### src/rtl/iob_axi_ram_sched.sv
// rtl/iob_axi_ram_sched.sv - single-outstanding AXI4 scheduler for N_REQ native requesters
// Optional build macro: IOB_AXI_RAM_SCHED_FIXED_PRIO_EN (fixed priority, lowest index wins)
module iob_axi_ram_sched #(
  parameter int N_REQ      = 2,
  parameter int DATA_WIDTH = 32,
  parameter int ADDR_WIDTH = 16,
  parameter int ID_WIDTH   = 8,
  parameter int LEN_WIDTH  = 8,
  localparam int STRB_WIDTH = DATA_WIDTH / 8
) (
  input  logic                          clk_i,
  input  logic                          rst_n_i,
  input  logic [N_REQ-1:0]              req_valid_i,
  input  logic [N_REQ*ADDR_WIDTH-1:0]   req_addr_i,
  input  logic [N_REQ*DATA_WIDTH-1:0]   req_wdata_i,
  input  logic [N_REQ*STRB_WIDTH-1:0]   req_wstrb_i,
  output logic [N_REQ-1:0]              req_ready_o,
  output logic [N_REQ-1:0]              req_rvalid_o,
  output logic [DATA_WIDTH-1:0]         req_rdata_o,
  output logic [ID_WIDTH-1:0]           axi_awid_o,
  output logic [ADDR_WIDTH-1:0]         axi_awaddr_o,
  output logic [LEN_WIDTH-1:0]          axi_awlen_o,
  output logic [2:0]                    axi_awsize_o,
  output logic [1:0]                    axi_awburst_o,
  output logic                          axi_awvalid_o,
  input  logic                          axi_awready_i,
  output logic [DATA_WIDTH-1:0]         axi_wdata_o,
  output logic [STRB_WIDTH-1:0]         axi_wstrb_o,
  output logic                          axi_wlast_o,
  output logic                          axi_wvalid_o,
  input  logic                          axi_wready_i,
  input  logic [ID_WIDTH-1:0]           axi_bid_i,
  input  logic [1:0]                    axi_bresp_i,
  input  logic                          axi_bvalid_i,
  output logic                          axi_bready_o,
  output logic [ID_WIDTH-1:0]           axi_arid_o,
  output logic [ADDR_WIDTH-1:0]         axi_araddr_o,
  output logic [LEN_WIDTH-1:0]          axi_arlen_o,
  output logic [2:0]                    axi_arsize_o,
  output logic [1:0]                    axi_arburst_o,
  output logic                          axi_arvalid_o,
  input  logic                          axi_arready_i,
  input  logic [ID_WIDTH-1:0]           axi_rid_i,
  input  logic [DATA_WIDTH-1:0]         axi_rdata_i,
  input  logic [1:0]                    axi_rresp_i,
  input  logic                          axi_rlast_i,
  input  logic                          axi_rvalid_i,
  output logic                          axi_rready_o
);

  localparam int GW = $clog2(N_REQ);
  localparam logic [2:0] BEAT_SIZE = 3'($clog2(STRB_WIDTH));

  typedef enum logic [2:0] {IDLE, WADDR, WRESP, RADDR, RDATA, DONE} state_t;

  state_t                  state, state_n;
  logic [GW-1:0]           grant;
  logic [GW-1:0]           pick;
  logic                    any_valid;
  logic [ADDR_WIDTH-1:0]   addr_q;
  logic [DATA_WIDTH-1:0]   wdata_q;
  logic [STRB_WIDTH-1:0]   wstrb_q;
  logic [DATA_WIDTH-1:0]   rdata_q;
  logic                    aw_done, w_done;
  logic                    aw_hs, w_hs;
  logic                    busy;
  logic [N_REQ-1:0]        grant_onehot;

  // Response ids/status are not needed with a single outstanding transaction.
  logic unused_resp;
  assign unused_resp = ^{axi_bid_i, axi_bresp_i, axi_rid_i, axi_rresp_i, axi_rlast_i};

  assign any_valid = |req_valid_i;

`ifdef IOB_AXI_RAM_SCHED_FIXED_PRIO_EN
  // Fixed priority: lowest requester index that is asserting valid.
  always_comb begin
    pick = '0;
    for (int i = N_REQ - 1; i >= 0; i--) begin
      if (req_valid_i[i]) pick = GW'(i);
    end
  end
`else
  logic [GW-1:0] rr_ptr;
  logic          found;

  // Round-robin: first valid requester at or after the pointer, wrapping.
  always_comb begin
    pick  = '0;
    found = 1'b0;
    for (int i = 0; i < N_REQ; i++) begin
      if (!found && req_valid_i[(int'(rr_ptr) + i) % N_REQ]) begin
        pick  = GW'((int'(rr_ptr) + i) % N_REQ);
        found = 1'b1;
      end
    end
  end

  // Pointer moves just past the requester that was served.
  always_ff @(posedge clk_i) begin
    if (!rst_n_i) begin
      rr_ptr <= '0;
    end else if (state == DONE) begin
      rr_ptr <= GW'((int'(grant) + 1) % N_REQ);
    end
  end
`endif

  // FSM state register.
  always_ff @(posedge clk_i) begin
    if (!rst_n_i) state <= IDLE;
    else          state <= state_n;
  end

  // Next-state logic and handshake/completion outputs.
  always_comb begin
    state_n       = state;
    axi_awvalid_o = 1'b0;
    axi_wvalid_o  = 1'b0;
    axi_bready_o  = 1'b0;
    axi_arvalid_o = 1'b0;
    axi_rready_o  = 1'b0;
    req_ready_o   = '0;
    req_rvalid_o  = '0;
    aw_hs         = 1'b0;
    w_hs          = 1'b0;
    case (state)
      IDLE: begin
        if (any_valid) begin
          state_n = (req_wstrb_i[int'(pick)*STRB_WIDTH +: STRB_WIDTH] != '0) ? WADDR : RADDR;
        end
      end
      WADDR: begin
        axi_awvalid_o = !aw_done;
        axi_wvalid_o  = !w_done;
        aw_hs = axi_awvalid_o && axi_awready_i;
        w_hs  = axi_wvalid_o && axi_wready_i;
        if ((aw_done || aw_hs) && (w_done || w_hs)) state_n = WRESP;
      end
      WRESP: begin
        axi_bready_o = 1'b1;
        if (axi_bvalid_i) state_n = DONE;
      end
      RADDR: begin
        axi_arvalid_o = 1'b1;
        if (axi_arready_i) state_n = RDATA;
      end
      RDATA: begin
        axi_rready_o = 1'b1;
        if (axi_rvalid_i) state_n = DONE;
      end
      DONE: begin
        req_ready_o  = grant_onehot;
        req_rvalid_o = (wstrb_q == '0) ? grant_onehot : '0;
        state_n      = IDLE;
      end
      default: state_n = IDLE;
    endcase
  end

  // Latch the granted request in IDLE; track AW/W completion; capture read data.
  always_ff @(posedge clk_i) begin
    if (!rst_n_i) begin
      grant   <= '0;
      addr_q  <= '0;
      wdata_q <= '0;
      wstrb_q <= '0;
      rdata_q <= '0;
      aw_done <= 1'b0;
      w_done  <= 1'b0;
    end else begin
      case (state)
        IDLE: begin
          if (any_valid) begin
            grant   <= pick;
            addr_q  <= req_addr_i[int'(pick)*ADDR_WIDTH +: ADDR_WIDTH];
            wdata_q <= req_wdata_i[int'(pick)*DATA_WIDTH +: DATA_WIDTH];
            wstrb_q <= req_wstrb_i[int'(pick)*STRB_WIDTH +: STRB_WIDTH];
            aw_done <= 1'b0;
            w_done  <= 1'b0;
          end
        end
        WADDR: begin
          if (aw_hs) aw_done <= 1'b1;
          if (w_hs)  w_done  <= 1'b1;
        end
        RDATA: begin
          if (axi_rvalid_i) rdata_q <= axi_rdata_i;
        end
        default: ;
      endcase
    end
  end

  assign busy         = (state != IDLE);
  assign grant_onehot = N_REQ'(1) << grant;

  // Payload comes straight from the latched request, so it is stable while valid.
  assign axi_awid_o    = ID_WIDTH'(grant);
  assign axi_arid_o    = ID_WIDTH'(grant);
  assign axi_awaddr_o  = addr_q;
  assign axi_araddr_o  = addr_q;
  assign axi_awlen_o   = '0;
  assign axi_arlen_o   = '0;
  assign axi_awsize_o  = busy ? BEAT_SIZE : 3'd0;
  assign axi_arsize_o  = busy ? BEAT_SIZE : 3'd0;
  assign axi_awburst_o = busy ? 2'b01 : 2'b00;
  assign axi_arburst_o = busy ? 2'b01 : 2'b00;
  assign axi_wdata_o   = wdata_q;
  assign axi_wstrb_o   = wstrb_q;
  assign axi_wlast_o   = busy;
  assign req_rdata_o   = rdata_q;

endmodule

### config.mk
export PLATFORM = sky130hd
export DESIGN_NAME = iob_axi_ram_sched
export DESIGN_NICKNAME = d
export VERILOG_FILES = /design/src/rtl/iob_axi_ram_sched.sv
export SDC_FILE = /design/constraint.sdc
export NUM_CORES = 1
export LEC_CHECK = 0
export CAP_MARGIN = 10
export CORE_AREA = 2 2 125 127
export DETAILED_ROUTE_END_ITERATION = 10
export DIE_AREA = 0 0 127 129
export PLACE_DENSITY_LB_ADDON = 0.15
export SLEW_MARGIN = 20
export SYNTH_ARGS = -nofsm -noshare
export SYNTH_HDL_FRONTEND = slang
export SYNTH_SLANG_ARGS = --single-unit
### constraint.sdc
create_clock -name clk_i -period 1.9 [get_ports clk_i]
set_input_delay 0.19 -clock clk_i [delete_from_list [all_inputs] [get_ports clk_i]]
set_output_delay 0.19 -clock clk_i [all_outputs]
set_load 0.01 [all_outputs]
==> flow_metrics.env, run 1 <==
export IMPL_yosysTopAreaCell="dfxtp_1"
export IMPL_rr_startpoint="state[2]"
export IMPL_worstSetupPathType="flip-flop to output pin"
export IMPL_powerDensity_nw_per_um2=1080
export IMPL_endpoint="req_ready_o[0]"
export IMPL_routabilityCongestion=0.773
export IMPL_synthCells=494
export IMPL_cell_internal_pwr_mw=5.44
export IMPL_clkTransAtPathRegs_ps=70
export IMPL_synth_cell_types=37
export IMPL_grt_first_pass_wirelength_um=20000
export IMPL_antenna_diode_count=0
export IMPL_nFillCells=1449
export IMPL_status="finished, final reports clean"
export IMPL_cp_arrival_ps=1590
export IMPL_switching_share_pct=31.0
export IMPL_die_h_um=129
export IMPL_crit_fanout=3
export IMPL_crit_chain="nor2b_2 > nand2_1 > or2_2 > inv_1 > dlygate4sd2_1"
export IMPL_antenna_found_initial=0
export IMPL_dieArea_um2=16400
export IMPL_layout_setup_ws_ps=124
export IMPL_post_place_ws_ps=45.1
export IMPL_crit_family="simple AND/OR/NAND/NOR gates"
export IMPL_synth_edff_count=0
export IMPL_clkPwrFrac_pct=27.6
export IMPL_rows=45
export IMPL_final_cell_mix="246 x clkdlybuf4s50_1, 91 x dfxtp_1, 68 x nand2_1"
export IMPL_yosysWarnings=0
export IMPL_timing_max_transition_violations_final=0
export IMPL_finalSetupViolCount=0
export IMPL_maxClockFrequency_mhz=563
export IMPL_cts_tree="yes"
export IMPL_overflow=0
export IMPL_clockRootBuffer="clkbuf_16"
export IMPL_slew_headroom_pct=66.2
export IMPL_area_delta_synth_final_pct=68.8
export IMPL_drt_first_pass_iters=4
export IMPL_final_cells=920
export IMPL_io_pins=318
export IMPL_crit_slowest_cell="dfxtp_1"
export IMPL_placed_cells=904
export IMPL_clk_insertion_delay_late_ps=340
export IMPL_ff2ff_path_depth=5
export IMPL_synth_flop_cell="dfxtp_1"
export IMPL_p_seq_share_pct=32.1
export IMPL_cts_setup_buffers=0
export IMPL_portBuffers=260
export IMPL_synth_area_um2=4320
export IMPL_cts_sinks=91
export IMPL_setup_tns_final_ps=0
export IMPL_comb_power_share_pct=40.3
export IMPL_ant_nets=0
export IMPL_startpoint_type="flip-flop"
export IMPL_grt_use_total_pct=15.4
export IMPL_crit_cells=5
export IMPL_drt_vias_per_instance=4.42
export IMPL_fin_skew_ps=4.53
export IMPL_async_reset_ff_share_pct=0
export IMPL_max_vdd_ir_drop_mv=0.467
export IMPL_core_region_area_um2=15000
export IMPL_syn_avg_cell_area_um2=8.74
export IMPL_yosysTopAreaCellShare_pct=42.2
export IMPL_maxCapViolations=0
export IMPL_cts_made_buffers=9
export IMPL_critPathMaxStageDelay_ps=350
export IMPL_die_x_um=127
export IMPL_worstMarginPinSlew_ps=503
export IMPL_path_buf_inv=2
export IMPL_start_util_pct=28.8
export IMPL_ys_ff_latch=91
export IMPL_hold_viol_final=0
export IMPL_cts_max_level=3
export IMPL_startpoint="state[0]"
export IMPL_hold_path_class="primary input to flip-flop"
export IMPL_synthTopCellsByArea="dfxtp_1 42%, mux2i_1 12%, buf_4 10%, a211oi_1 7.5%, nand2_1 5.9%"
export IMPL_power_total_mw=7.89
export IMPL_p_switching_mw=2.45
export IMPL_rsz0062_at_grt="no"
export IMPL_drive_above_1_share_pct=7.79
export IMPL_leakage_nw=3.02
export IMPL_hpwl_um=10400
export IMPL_end_kind="output pin"
export IMPL_r2r_end="axi_araddr_o[13]"
export IMPL_layout_commonest_cell="clkdlybuf4s50_1"
export IMPL_cts_buffer_depth=2
export IMPL_hold_depth=3
export IMPL_grt_pass1_vias=3874
export IMPL_finalCriticalPeriod_ps=1780
export IMPL_wl_um=13300
export IMPL_hold_buffers=0
export IMPL_drt_wirelength_per_cell_um=14.4
export IMPL_drc=0
export IMPL_r2r_slack_ps=180
export IMPL_grt_max_degree=50
export IMPL_whs_ps=388
export IMPL_nets=893
export IMPL_cp_required_ps=1710
export IMPL_drt_iter0_drc=83
export IMPL_ys_seq_area_share_pct=42.2
export IMPL_layout_worst_path_cycle_share_pct=93.5
export IMPL_vias=4066
## per-layer routing
layer,GRT usage (%),vias to the layer above,routed length (µm)
li1,-,2075,-
met5,0,-,0
met4,5.04,0,147
met3,5.82,10,1230
met2,26.9,170,6490
met1,17.5,1811,5410
## stage by stage
stage	area, µm²	utilization (%)
final	7290	48.7
after detailed placement	6930	46.3
after global placement	6930	46.3
after global routing	7290	48.7
after CTS	7280	48.6
after floorplan	4450	-
## flip-flops by register name, indices dropped and copies added (netlist names)
register / count
aw_done: 1
axi_wdata_o: 32
w_done: 1
axi_wstrb_o: 4
grant: 1
rr_ptr: 1
state: 3
axi_araddr_o: 16
req_rdata_o: 32
## worst min-delay path, cell delays in order
cell             delay, ps
clkdlybuf4s50_1        390
nand2_1                 50
a21oi_1                 50
## cells in the mapped netlist, types with 2 or more instances
cell,instances
buf_4,60
nand2b_1,3
clkbuf_1,14
or4_1,2
nand2_1,68
or2_2,2
inv_1,2
a21oi_1,35
dfxtp_1,91
buf_2,17
nand3_1,2
a211oi_1,43
nor2b_1,4
a211oi_2,10
o21a_1,2
a32oi_1,2
mux2i_1,52
and3_1,2
nor2_1,65
## cell type report
class / instances / area [µm²] / area share (%)
Multi-Input combinational cell: 342 / 2020 / 27.8
Sequential cell: 91 / 1820 / 25.0
Inverter: 3 / 11.3 / 0.154
Clock buffer: 9 / 225 / 3.09
Clock inverter: 7 / 140 / 1.92
Tap cell: 188 / 235 / 3.23
Timing Repair Buffer: 280 / 2830 / 38.9
## power by group through the flow
| stage | combinational [mW] | clock, mW | sequential [mW] |
|---|---|---|---|
| after floorplan | 1.56 | 0 | 2.71 |
| after global placement | 3.21 | 0 | 2.56 |
| after detailed placement | 3.24 | 0 | 2.58 |
| after CTS | 3.24 | 2.24 | 2.54 |
| after global routing | 3.46 | 2.33 | 2.59 |
| final | 3.18 | 2.18 | 2.54 |
## timing repair
action,in CTS,in global routing
pin swaps,0,1
gates resized for setup,10,10
endpoints found under the setup margin,9,9
## how the worst min path moves through the flow
stage	start	to	slack (ps)
6_report	axi_rdata_i[8]	req_rdata_o[8]	390
5_1_grt	axi_rdata_i[24]	req_rdata_o[24]	390
4_1_cts	axi_rdata_i[8]	req_rdata_o[8]	370
3_5_place_dp	req_rdata_o[25]	req_rdata_o[25]	450
3_3_place_gp	req_rdata_o[17]	req_rdata_o[17]	440
2_1_floorplan	rst_n_i	state[0]	310
## cells by family (layout without fill, tap and decap cells)
| kind of cell | count (synthesis) | count (layout) | synth area share (%) |
|---|---|---|---|
| AOI/OAI and AO/OA | 99 | 99 | 16.5 |
| muxes | 52 | 52 | 12.1 |
| and+or+nand+nor | 155 | 155 | 15.0 |
| DFF | 91 | 91 | 42.2 |
| buffers and inverters | 96 | 299 | 14.2 |
| other | 1 | 36 | 0.0868 |
(Power assumes the default switching activity.)
==> inputs of run 2 (changes only) <==
Settings changed: SLEW_MARGIN 20 to 30.
==> results of run 2 <==
Same layout as run 1: the final DEF is identical, and so are final timing and power.
==> inputs of run 3 (changes only) <==
Settings changed: ABC_AREA set to 1, SLEW_MARGIN 30 to unset.
==> run 3 against run 2 <==
  * Worst hold slack lost 58 ps
  * Fmax shrank 2.6%
  * Via count grew 13%
  * Final cell count grew 8.6%
  * Sequential share of layout area grew 0.56 points
  * First-iteration DRC count grew 110%
  * Largest cell class unchanged
  * Largest power group unchanged
==> flow_metrics.env, run 3 <==
export IMPL_synthTopCellsByArea="dfxtp_1 42%, a21oi_1 14%, buf_4 10%, nand2_1 9.4%, nand3_1 4.4%"
export IMPL_nFillCells=1460
export IMPL_layout_commonest_cell="clkdlybuf4s50_1"
export IMPL_worstSetupPathType="flip-flop to output pin"
export IMPL_rsz0062_at_grt="no"
export IMPL_drc=0
export IMPL_maxClockFrequency_mhz=548
export IMPL_max_vdd_ir_drop_mv=0.652
export IMPL_hp_start="rst_n_i"
export IMPL_clk_insertion_delay_late_ps=350
export IMPL_placed_cells=982
export IMPL_dieArea_um2=16400
export IMPL_yosysTopAreaCell="dfxtp_1"
export IMPL_maxCapViolations=0
export IMPL_drt_first_pass_iters=4
export IMPL_area_delta_synth_final_pct=65.8
export IMPL_start_util_pct=28.9
export IMPL_clockRootBuffer="clkbuf_16"
export IMPL_leakage_nw=2.77
export IMPL_crit_fanout=6
export IMPL_drt_wirelength_per_cell_um=14.9
export IMPL_ant_nets=0
export IMPL_core_region_area_um2=15000
export IMPL_yosysWarnings=0
export IMPL_nets=972
export IMPL_cts_buffer_depth=2
export IMPL_routabilityCongestion=0.778
export IMPL_cts_max_level=3
export IMPL_cts_tree="yes"
export IMPL_finalSetupViolCount=0
export IMPL_synth_cell_types=25
export IMPL_yosysTopAreaCellShare_pct=42.1
export IMPL_syn_avg_cell_area_um2=7.53
export IMPL_cts_sinks=91
export IMPL_crit_chain="nor2_4 > nand2_1 > inv_2 > clkdlybuf4s50_1"
export IMPL_grt_max_degree=43
export IMPL_hold_viol_final=0
export IMPL_die_x_um=127
export IMPL_grt_first_pass_wirelength_um=22800
export IMPL_crit_slowest_cell="clkdlybuf4s50_1"
export IMPL_synthCells=574
export IMPL_cp_required_ps=1710
export IMPL_vias=4594
export IMPL_final_cells=999
export IMPL_grt_use_total_pct=17.6
export IMPL_synth_edff_count=0
export IMPL_die_h_um=129
export IMPL_drt_iter0_drc=176
export IMPL_io_pins=318
export IMPL_overflow=0
export IMPL_hpwl_um=11200
export IMPL_portBuffers=260
export IMPL_wl_um=14900
export IMPL_drive_above_1_share_pct=9.12
export IMPL_ys_seq_area_share_pct=42.1
export IMPL_fin_skew_ps=6.20
export IMPL_rows=45
export IMPL_grt_pass1_vias=4486
export IMPL_startpoint="state[0]"
export IMPL_clkTransAtPathRegs_ps=70
export IMPL_critPathMaxStageDelay_ps=550
export IMPL_finalCriticalPeriod_ps=1820
export IMPL_end_kind="output pin"
export IMPL_layout_setup_ws_ps=76.5
export IMPL_cp_arrival_ps=1630
export IMPL_antenna_diode_count=0
export IMPL_ys_ff_latch=91
export IMPL_synth_area_um2=4320
export IMPL_synthTopCellsByCount="119 x a21oi_1, 108 x nand2_1, 91 x dfxtp_1"
export IMPL_final_cell_mix="247 x clkdlybuf4s50_1, 119 x a21oi_1, 108 x nand2_1"
export IMPL_timing_max_transition_violations_final=0
export IMPL_antenna_found_initial=0
export IMPL_post_place_ws_ps=-76.9
export IMPL_rr_startpoint="state[2]"
export IMPL_status="finished, final reports clean"
export IMPL_hold_path_class="primary input to flip-flop"
export IMPL_powerDensity_nw_per_um2=1240
export IMPL_layout_worst_path_cycle_share_pct=96.0
export IMPL_synth_flop_cell="dfxtp_1"
export IMPL_startpoint_type="flip-flop"
export IMPL_async_reset_ff_share_pct=0
export IMPL_drt_vias_per_instance=4.60
export IMPL_synth_most_common_cell="a21oi_1"
export IMPL_cts_made_buffers=9
[run 3: timing repair]
action,CTS,global route
pin swaps,1,0
gates resized for setup,9,15
hold buffers,0,0
endpoints found under the setup margin,13,12
setup buffers,1,0
[run 3: worst max-delay path: cells and delay by family, from the launching register on]
family / cells / cell delay [ps]
buf+inv: 2 / 660
flops: 1 / 370
simple gates: 2 / 250
[run 3: worst paths after layout]
check                    endpoint  slack [ps]  depth (start not counted)
setup / recovery     axi_rready_o          80                          4
hold / removal    axi_wdata_o[27]         330                          3
setup reg to reg   axi_wstrb_o[2]         220                          7
hold reg to reg   req_rdata_o[23]         460                          2
[run 3: metal layers]
| metal | track usage (%) | wire length (µm) |
|---|---|---|
| met5 | 0 | 0 |
| met4 | 6.66 | 250 |
| met3 | 6.90 | 1560 |
| met2 | 29.5 | 7070 |
| met1 | 20.3 | 6050 |
[run 3: through the flow]
step | setup TNS (ps) | cell area [µm²] | hold WS, ps | power (mW) | utilization [%]
5_1_grt | 0 | 7170 | 365 | 9.49 | 47.8
3_3_place_gp | -103 | 6840 | 447 | 7.19 | 45.7
4_1_cts | -810 | 7120 | 319 | 9.01 | 47.6
3_5_place_dp | -1530 | 6840 | 454 | 7.24 | 45.7
2_1_floorplan | 0 | 4450 | 336 | 5.16 | -
6_report | 0 | 7170 | 330 | 8.91 | 47.8
[run 3: cell families after synthesis]
| family | share of synthesized area (%) |
|---|---|
| other | 0.0867 |
| AOI/OAI and AO/OA | 23.7 |
| and+or+nand+nor | 17.2 |
| buffers and inverters | 16.9 |
| DFF | 42.1 |
[run 3: cell type report]
class                      count  area, µm²  area share, %
inverter                      18       67.6          0.943
clock buffer                   9        225           3.14
clock inverter                 7       53.8          0.751
timing repair buffer         285       2840           39.6
tap                          188        235           3.28
sequential                    91       1830           25.5
multi-input combinational    401       1920           26.8
[run 3: power by group]
part | switching (mW) | leakage, nW | internal (mW)
Combinational | 2.09 | 1.90 | 2.23
Clock | 0.817 | 0.128 | 0.894
Sequential | 0.392 | 0.748 | 2.49
